===== src/rtl/pmod_nav_spi_engine.sv =====
// Mode-3, MSB-first SPI byte-stream master for the PmodNAV slaves (AG, MAG, ALT).
// A command selects the slave and byte count; bytes then stream through tx/rx handshakes.
module pmod_nav_spi_engine #(
    parameter int CLK_DIV = 4,
    parameter int LEN_W   = 4
) (
    input  logic             s_axi_aclk,
    input  logic             s_axi_aresetn,
    input  logic             cmd_valid,
    output logic             cmd_ready,
    input  logic [1:0]       cmd_dev,
    input  logic [LEN_W-1:0] cmd_nbytes,
    input  logic [7:0]       tx_data,
    input  logic             tx_valid,
    output logic             tx_ready,
    output logic [7:0]       rx_data,
    output logic             rx_valid,
    output logic             busy,
    output logic             done,
    output logic             spi_io0_o,
    output logic             spi_io0_t,
    input  logic             spi_io1_i,
    output logic             spi_io1_o,
    output logic             spi_io1_t,
    output logic             spi_sck_o,
    output logic             spi_sck_t,
    output logic [2:0]       spi_ss_o,
    output logic             spi_ss_t
);
    localparam int               CNT_W    = (CLK_DIV > 1) ? $clog2(CLK_DIV) : 1;
    localparam logic [CNT_W-1:0] CNT_LAST = CNT_W'(CLK_DIV - 1);

    typedef enum logic [2:0] {IDLE, SETUP, WAIT_TX, SHIFT, HOLD, GAP} state_t;
    state_t state, state_next;

    logic [CNT_W-1:0] div_cnt;
    logic             sck_high;     // SHIFT sub-phase: 0 = SCK low half, 1 = SCK high half
    logic [2:0]       bit_cnt;
    logic [LEN_W-1:0] bytes_left;
    logic [1:0]       dev_q;
    logic [7:0]       tx_sr;
    logic [7:0]       rx_sr;
    logic [7:0]       rx_next;
    logic             rx_valid_q;
    logic             done_zero_q;
    logic             pins_driven;
    logic             div_last;
    logic             half_end;
    logic             sample_now;
    logic             byte_end;
    logic             accept;

    assign div_last   = (div_cnt == CNT_LAST);
    assign accept     = (state == IDLE) && cmd_valid;
    assign half_end   = (state == SHIFT) && div_last;
    assign sample_now = (state == SHIFT) && sck_high && (div_cnt == '0);
    assign byte_end   = half_end && sck_high && (bit_cnt == 3'd7);
    // With CLK_DIV=1 the MISO sample and the byte end share one edge, so fold the live bit in.
    assign rx_next    = sample_now ? {rx_sr[6:0], spi_io1_i} : rx_sr;

    always_ff @(posedge s_axi_aclk) begin
        if (!s_axi_aresetn) state <= IDLE;
        else                state <= state_next;
    end

    always_comb begin
        // NOTE: every signal driven here gets a default first, so no path can infer a latch.
        state_next = state;
        cmd_ready  = 1'b0;
        tx_ready   = 1'b0;
        done       = done_zero_q;
        spi_sck_o  = 1'b1;
        spi_io0_o  = 1'b1;
        spi_ss_o   = 3'b111;
        case (state)
            IDLE: begin
                cmd_ready = 1'b1;
                if (cmd_valid && (cmd_nbytes != '0)) state_next = SETUP;
            end
            SETUP:   if (div_last) state_next = WAIT_TX;
            WAIT_TX: begin
                tx_ready = 1'b1;
                if (tx_valid) state_next = SHIFT;
            end
            SHIFT: begin
                spi_sck_o = sck_high;
                spi_io0_o = tx_sr[7];
                if (byte_end) state_next = (bytes_left == LEN_W'(1)) ? HOLD : WAIT_TX;
            end
            HOLD:    if (div_last) state_next = GAP;
            GAP: begin
                done = done_zero_q | div_last;
                if (div_last) state_next = IDLE;
            end
            default: state_next = IDLE;
        endcase
        // Device 3 runs the full sequence with no select asserted (dummy clocks).
        if ((state inside {SETUP, WAIT_TX, SHIFT, HOLD}) && (dev_q != 2'd3))
            spi_ss_o[dev_q] = 1'b0;
    end

    // NOTE: registers use non-blocking assignments so each one updates from pre-edge values.
    always_ff @(posedge s_axi_aclk) begin
        if (!s_axi_aresetn) begin
            div_cnt     <= '0;
            sck_high    <= 1'b0;
            bit_cnt     <= '0;
            bytes_left  <= '0;
            dev_q       <= 2'd3;
            tx_sr       <= '0;
            rx_sr       <= '0;
            rx_data     <= '0;
            rx_valid_q  <= 1'b0;
            done_zero_q <= 1'b0;
            pins_driven <= 1'b0;
        end else begin
            pins_driven <= 1'b1;
            rx_valid_q  <= byte_end;
            done_zero_q <= accept && (cmd_nbytes == '0);
            if ((state_next != state) || div_last) div_cnt <= '0;
            else                                   div_cnt <= div_cnt + CNT_W'(1);
            if (accept) begin
                dev_q      <= cmd_dev;
                bytes_left <= cmd_nbytes;
            end
            if ((state == WAIT_TX) && tx_valid) begin
                tx_sr    <= tx_data;
                sck_high <= 1'b0;
                bit_cnt  <= '0;
            end
            if (half_end) begin
                sck_high <= ~sck_high;
                if (sck_high) begin
                    tx_sr   <= {tx_sr[6:0], 1'b1};
                    bit_cnt <= bit_cnt + 3'd1;
                end
            end
            if (sample_now) rx_sr <= rx_next;
            if (byte_end) begin
                rx_data    <= rx_next;
                bytes_left <= bytes_left - LEN_W'(1);
            end
        end
    end

    assign rx_valid  = rx_valid_q;
    assign busy      = (state != IDLE);
    assign spi_io1_o = 1'b0;
    assign spi_io1_t = 1'b1;
    assign spi_io0_t = ~pins_driven;
    assign spi_sck_t = ~pins_driven;
    assign spi_ss_t  = ~pins_driven;

endmodule


===== config.mk =====
export PLATFORM = sky130hd
export DESIGN_NAME = pmod_nav_spi_engine
export DESIGN_NICKNAME = d
export VERILOG_FILES = /design/src/rtl/pmod_nav_spi_engine.sv
export SDC_FILE = /design/constraint.sdc
export NUM_CORES = 1
export LEC_CHECK = 0
export ABC_AREA = 1
export BUFFER_PORTS_ARGS = -buffer_cell sky130_fd_sc_hd__clkbuf_2
export CORE_MARGIN = 5
export CORE_UTILIZATION = 48
export DETAILED_ROUTE_END_ITERATION = 8
export PLACE_DENSITY = 0.74
export SLEW_MARGIN = 20
export SYNTH_ARGS = -nofsm -noshare
export SYNTH_HDL_FRONTEND = slang
export SYNTH_SLANG_ARGS = --single-unit
export TNS_END_PERCENT = 10

===== constraint.sdc =====
create_clock -name s_axi_aclk -period 1.46 [get_ports s_axi_aclk]
set_input_delay 0.292 -clock s_axi_aclk [delete_from_list [all_inputs] [get_ports s_axi_aclk]]
set_output_delay 0.292 -clock s_axi_aclk [all_outputs]
set_load 0.05 [all_outputs]

Word level (Yosys, flattened, before mapping)
Cells that the tools add are included.
{"block": "classes", "add_sub_neg": 3, "magnitude_cmp": 2, "eq_ne": 10, "muxes": 28, "n_bitwise": 5, "n_reduce_logical": 21}
{"operator": "$mux 3", "n": 11}
{"operator": "$mux 8", "n": 4}
{"operator": "$pmux 3 s6", "n": 1}
{"operator": "$logic_and 1x1->1", "n": 11}
{"operator": "$eq 3x3->1 const B", "n": 3}
{"operator": "$mux 1", "n": 9}
{"operator": "$mux 4", "n": 2}
{"operator": "$reduce_bool 4->1", "n": 2}
{"operator": "$eq 3x2->1 const B", "n": 2}
{"operator": "$eq 4x1->1 const B", "n": 1}
{"operator": "$logic_not 4->1", "n": 1}
{"operator": "$reduce_bool 2->1", "n": 2}
{"operator": "$sub 4x1->4 const B", "n": 1}
{"operator": "$add 3x1->3 const B", "n": 1}
{"operator": "$eq 3x1->1 const B", "n": 1}
{"operator": "$logic_not 3->1", "n": 1}
{"operator": "$lt 2x3->1 const B", "n": 1}
{"operator": "$ne 3x3->1", "n": 1}
{"operator": "$not 1->1", "n": 3}
{"operator": "$not 3->3", "n": 1}
{"operator": "$reduce_bool 3->1", "n": 1}
{"operator": "$add 2x1->2 const B", "n": 1}
{"operator": "$demux 1 s2", "n": 1}
{"operator": "$eq 2x2->1 const B", "n": 1}
{"operator": "6 further kinds", "n": 6}
{"block": "totals", "reg_bits": 42, "in_bits": 19, "output_inout_bits": 23, "wordCells": 81}

Longest topological paths before layout
{"block": "depth", "word_depth": 9, "depth_mapped": 9, "mapped_depth_nobuf": 9}

Worst setup path after synthesis
No wires, ideal clock.
{"block": "synth_path", "path_kind": "register to output", "startpoint": "register state[2]", "endpoint": "output port spi_ss_o[0]", "arrival_ns": 1.935, "required_ns": 1.168, "path_slack_ns": -0.767, "path_stages_with_launch": 6, "n_path_buf": 0, "path_cell_list": "dfxtp_1 inv_2 nand2_1 inv_1 nor2_1 nand3_1"}
{"block": "synth_via", "elab_chain_cells": 4, "word_cells_on_any_way": 7, "cone_classes": "4 x eq/ne; 1 x mux; 2 x reduce/logical"}
{"item": "from (decl)", "line_no": "34", "text": "state_t state, state_next;"}
{"item": "from (signal assigned)", "line_no": "63", "text": "else state <= state_next;"}
{"item": "$eq 3x1->1 (tied with other cells)", "line_no": "98", "text": "if ((state inside {SETUP, WAIT_TX, SHIFT, HOLD}) && (dev_q != 2'd3))"}
{"item": "$reduce_bool 4->1 (*)", "line_no": "98"}
{"item": "$logic_and 1x1->1 (*)", "line_no": "98"}
{"item": "$mux 3 (*)", "line_no": "98"}
{"item": "to (decl)", "line_no": "27", "text": "output logic [2:0] spi_ss_o,"}
Every way passes the cells marked *; elsewhere a longest branch is shown, timed or not.

Worst setup path after layout
Ends and elaborated chain as after synthesis.

==> reports/qor.csv <==
metric;value;unit
worst hold slack;0.220;ns
clk buf depth;2;
Gate Count Post-Synth;240;
fillers;330;
register area;856;um^2
drt wl/cell;13.0;um
Die Wd;74.1;um
Worst Setup End Kind;output pin;
Seq/Total Area, Yosys;42.7;%
Tightest Hold Check Type;primary input to register;
Hold Buf Count CTS;0;
DRC;0;
number of antenna diodes;0;
Slew Limit Fails;0;
initial antenna violation count;0;
Period minus WS final;1.69;ns
CTS tree;yes;
Max FO, Critical Path;6;
Mapped Area;1970;um^2
Cell Pwr Density;872;nW/um^2
CORE AREA;4000;um^2
failing checks;negative setup slack;
kind of critical path;register to output pin;
vias in the first global route;1736;
Final GP Congestion;0.817;
GRT Total Usage;17.6;%
Critical Path AT;1.40;ns
Area Overhead vs Synth;35.0;%
Leak;1.23;nW
Syn Area/Cell;8.21;um^2
via count;1787;
final setup skew;0.00664;ns
Row Count;23;
Worst VDD drop;670;uV
Data required, critical path;1.17;ns
RR Endpoint;div_cnt[0];
TNS Setup;-1.26;ns
# setup viols final;9;
root buffer cell;clkbuf_8;
hold_sp;cmd_dev[0];
max-cap viol count;0;
hpwl dp;3160;um
fmax;592;MHz
Port-buffer cells;39;
Initial Utilization;49.3;%
fin nets;320;
area of the multi-input gates;1030;um^2
CTS HTree Levels;2;
Final Cycle Share;116;%
die height;74.1;um
Die ar.;5490;um^2
DR pass1 iterations;4;
clk sinks;42;
final std cells w/o fill;346;
Setup WS pre-CTS;-0.0203;ns
Final Hold Viols;0;
dpl cells;333;
Routed WL;4500;um
CP Launch Type;register;
PnR worst setup slack;-0.228;ns
length in cells of the worst reg-to-reg path;10;
largest net degree at the start of global routing;20;
status;finished, violations left;
RSZ-0062 raised after global routing;yes;
Yosys cell types;41;
hold endpoint;dev_q[0];
grt ovf;0;
Clk pin slew, worst setup/hold paths;0.08;ns
#FFs+latches synth;42;
Worst R2R Start;state[1];
IO Count;42;
routed vias/inst;5.16;
worst skew pair latency;0.30;ns
total CTS buffers;5;
DRT iter0 DRCs;99;
synthesized net count;265;
first-pass GRT wire length;7600;um
share of layout cells above drive strength 1;38.9;%
Min-Delay Path Depth;3;
final antenna-violating net count;0;
Ys Warns;0;
reg2reg setup slack;0;ns
[metrics by stage]
stage	total power, mW	utilization [%]	cell area (um^2)
after floorplan	1.44	-	2060
after global placement	1.51	59.3	2370
after detailed placement	1.52	59.3	2370
after CTS	2.32	65.5	2620
after global routing	2.42	66.5	2660
final	2.32	66.5	2660
[state kept, by name, indices dropped and copies added (netlist names)]
signal       cells
bit_cnt          3
bytes_left       4
dev_q            2
div_cnt          2
done_zero_q      1
pins_driven      1
rx_data          8
rx_sr            8
rx_valid         1
sck_high         1
state            3
tx_sr            8
[cell usage in the layout, fill, tap and decap left out, types with 2 or more instances in the layout]
master	synthesis	final
o21ai_2	2	2
buf_12	0	2
nand2_2	3	3
nand3_4	0	3
nor2_4	1	4
a31o_2	2	2
clkbuf_16	0	3
buf_4	5	17
or2_2	2	2
nor2_1	24	20
o211ai_1	3	3
nand4_1	2	2
inv_1	27	23
buf_6	1	2
dfxtp_4	0	3
a21oi_1	16	15
a21oi_2	2	3
mux2i_1	6	6
inv_2	2	4
nand2_1	27	26
ha_1	6	4
clkbuf_8	0	7
nand3_2	3	3
inv_4	1	2
ha_4	0	2
nand3_1	20	17
dfxtp_1	42	36
buf_8	1	3
nor2_2	2	3
dfxtp_2	0	3
clkbuf_2	0	30
o21ai_0	11	10
conb_1	2	2
o22ai_2	2	2
o21ai_1	9	10
[cells in the mapped netlist, drive strengths merged]
library cell  instances  area share (%)
nand3b                1            0.38
o21a                  1            0.38
xor2                  1            0.44
nand2                30             6.1
ha                    6             3.8
nand3                23             6.6
conb                  2            0.38
nor2                 28             6.8
nor3                  1            0.25
clkbuf                1            0.19
nor4                  1            0.32
o211ai                3             1.1
a31oi                 2            0.95
a31o                  2            0.89
o22ai                 2             1.3
inv                  30             5.8
clkinv                1            0.25
a21oi                18             5.0
or2                   2            0.63
nor3b                 1            0.38
mux2i                 6             3.0
nand4                 4             2.3
buf                  10             4.0
o21ai                22             6.0
dfxtp                42              43
[cells by family (layout without fill, tap and decap cells)]
| group | Yosys count | count (layout) | share of synthesized area [%] |
|---|---|---|---|
| adder cells (fa/ha/maj) | 6 | 6 | 3.81 |
| AND/OR/NAND/NOR | 91 | 91 | 23.8 |
| buffers and inverters | 42 | 98 | 10.3 |
| other | 2 | 2 | 0.381 |
| XOR/XNOR | 1 | 1 | 0.445 |
| multiplexers | 6 | 6 | 3.05 |
| AO/OA/AOI/OAI | 50 | 50 | 15.6 |
| flip-flops | 42 | 42 | 42.7 |
[critical path, stage by stage, from the launching register on]
cell	delay [ns]
dfxtp_4	0.38
inv_6	0.06
nand2_8	0.07
clkinvlp_4	0.10
nor2_4	0.22
nand3_4	0.10
clkbuf_16	0.18
[power by group]
| part | internal, mW | total [mW] | switching [mW] |
|---|---|---|---|
| sequential | 1.17 | 1.19 | 0.0260 |
| clock | 0.382 | 0.787 | 0.405 |
| combinational | 0.130 | 0.339 | 0.209 |
| total | 1.68 | 2.32 | 0.640 |
[final cells by class]
cell class,count,area share [%]
tap,50,2.35
multi-input combinational,156,38.9
timing repair buffer,59,18.1
inverter,31,4.98
sequential,42,32.2
clock inverter,2,0.423
clock buffer,6,3.10
[repair_timing]
item                                    4_1_cts  5_1_grt
endpoints found under the setup margin       16       26
resized for setup                            29       12
setup buffers                                 4        1
cloned                                        0        0
pin swaps                                     4        4
[metal layers]
layer	vias to the layer above	wire length, um	global-route usage (%)
li1	901	-	-
met1	837	1930	20.3
met2	40	2250	31.6
met3	9	243	4.59
met4	0	72	5.43
met5	-	0	0
[how the worst max path moves through the flow]
stage / startpoint / end / slack (ns) / cells after the start
after detailed placement: bit_cnt[0] / rx_data[4] / -0.02 / 6
after CTS: state[1] / spi_ss_o[0] / -0.24 / 5
after global placement: state[0] / spi_ss_o[0] / 0.02 / 5
after global routing: state[0] / spi_ss_o[0] / -0.30 / 6
final: state[2] / spi_ss_o[0] / -0.23 / 6
after floorplan: state[2] / spi_ss_o[1] / -0.14 / 5
Power figures use the tool's default switching activity.
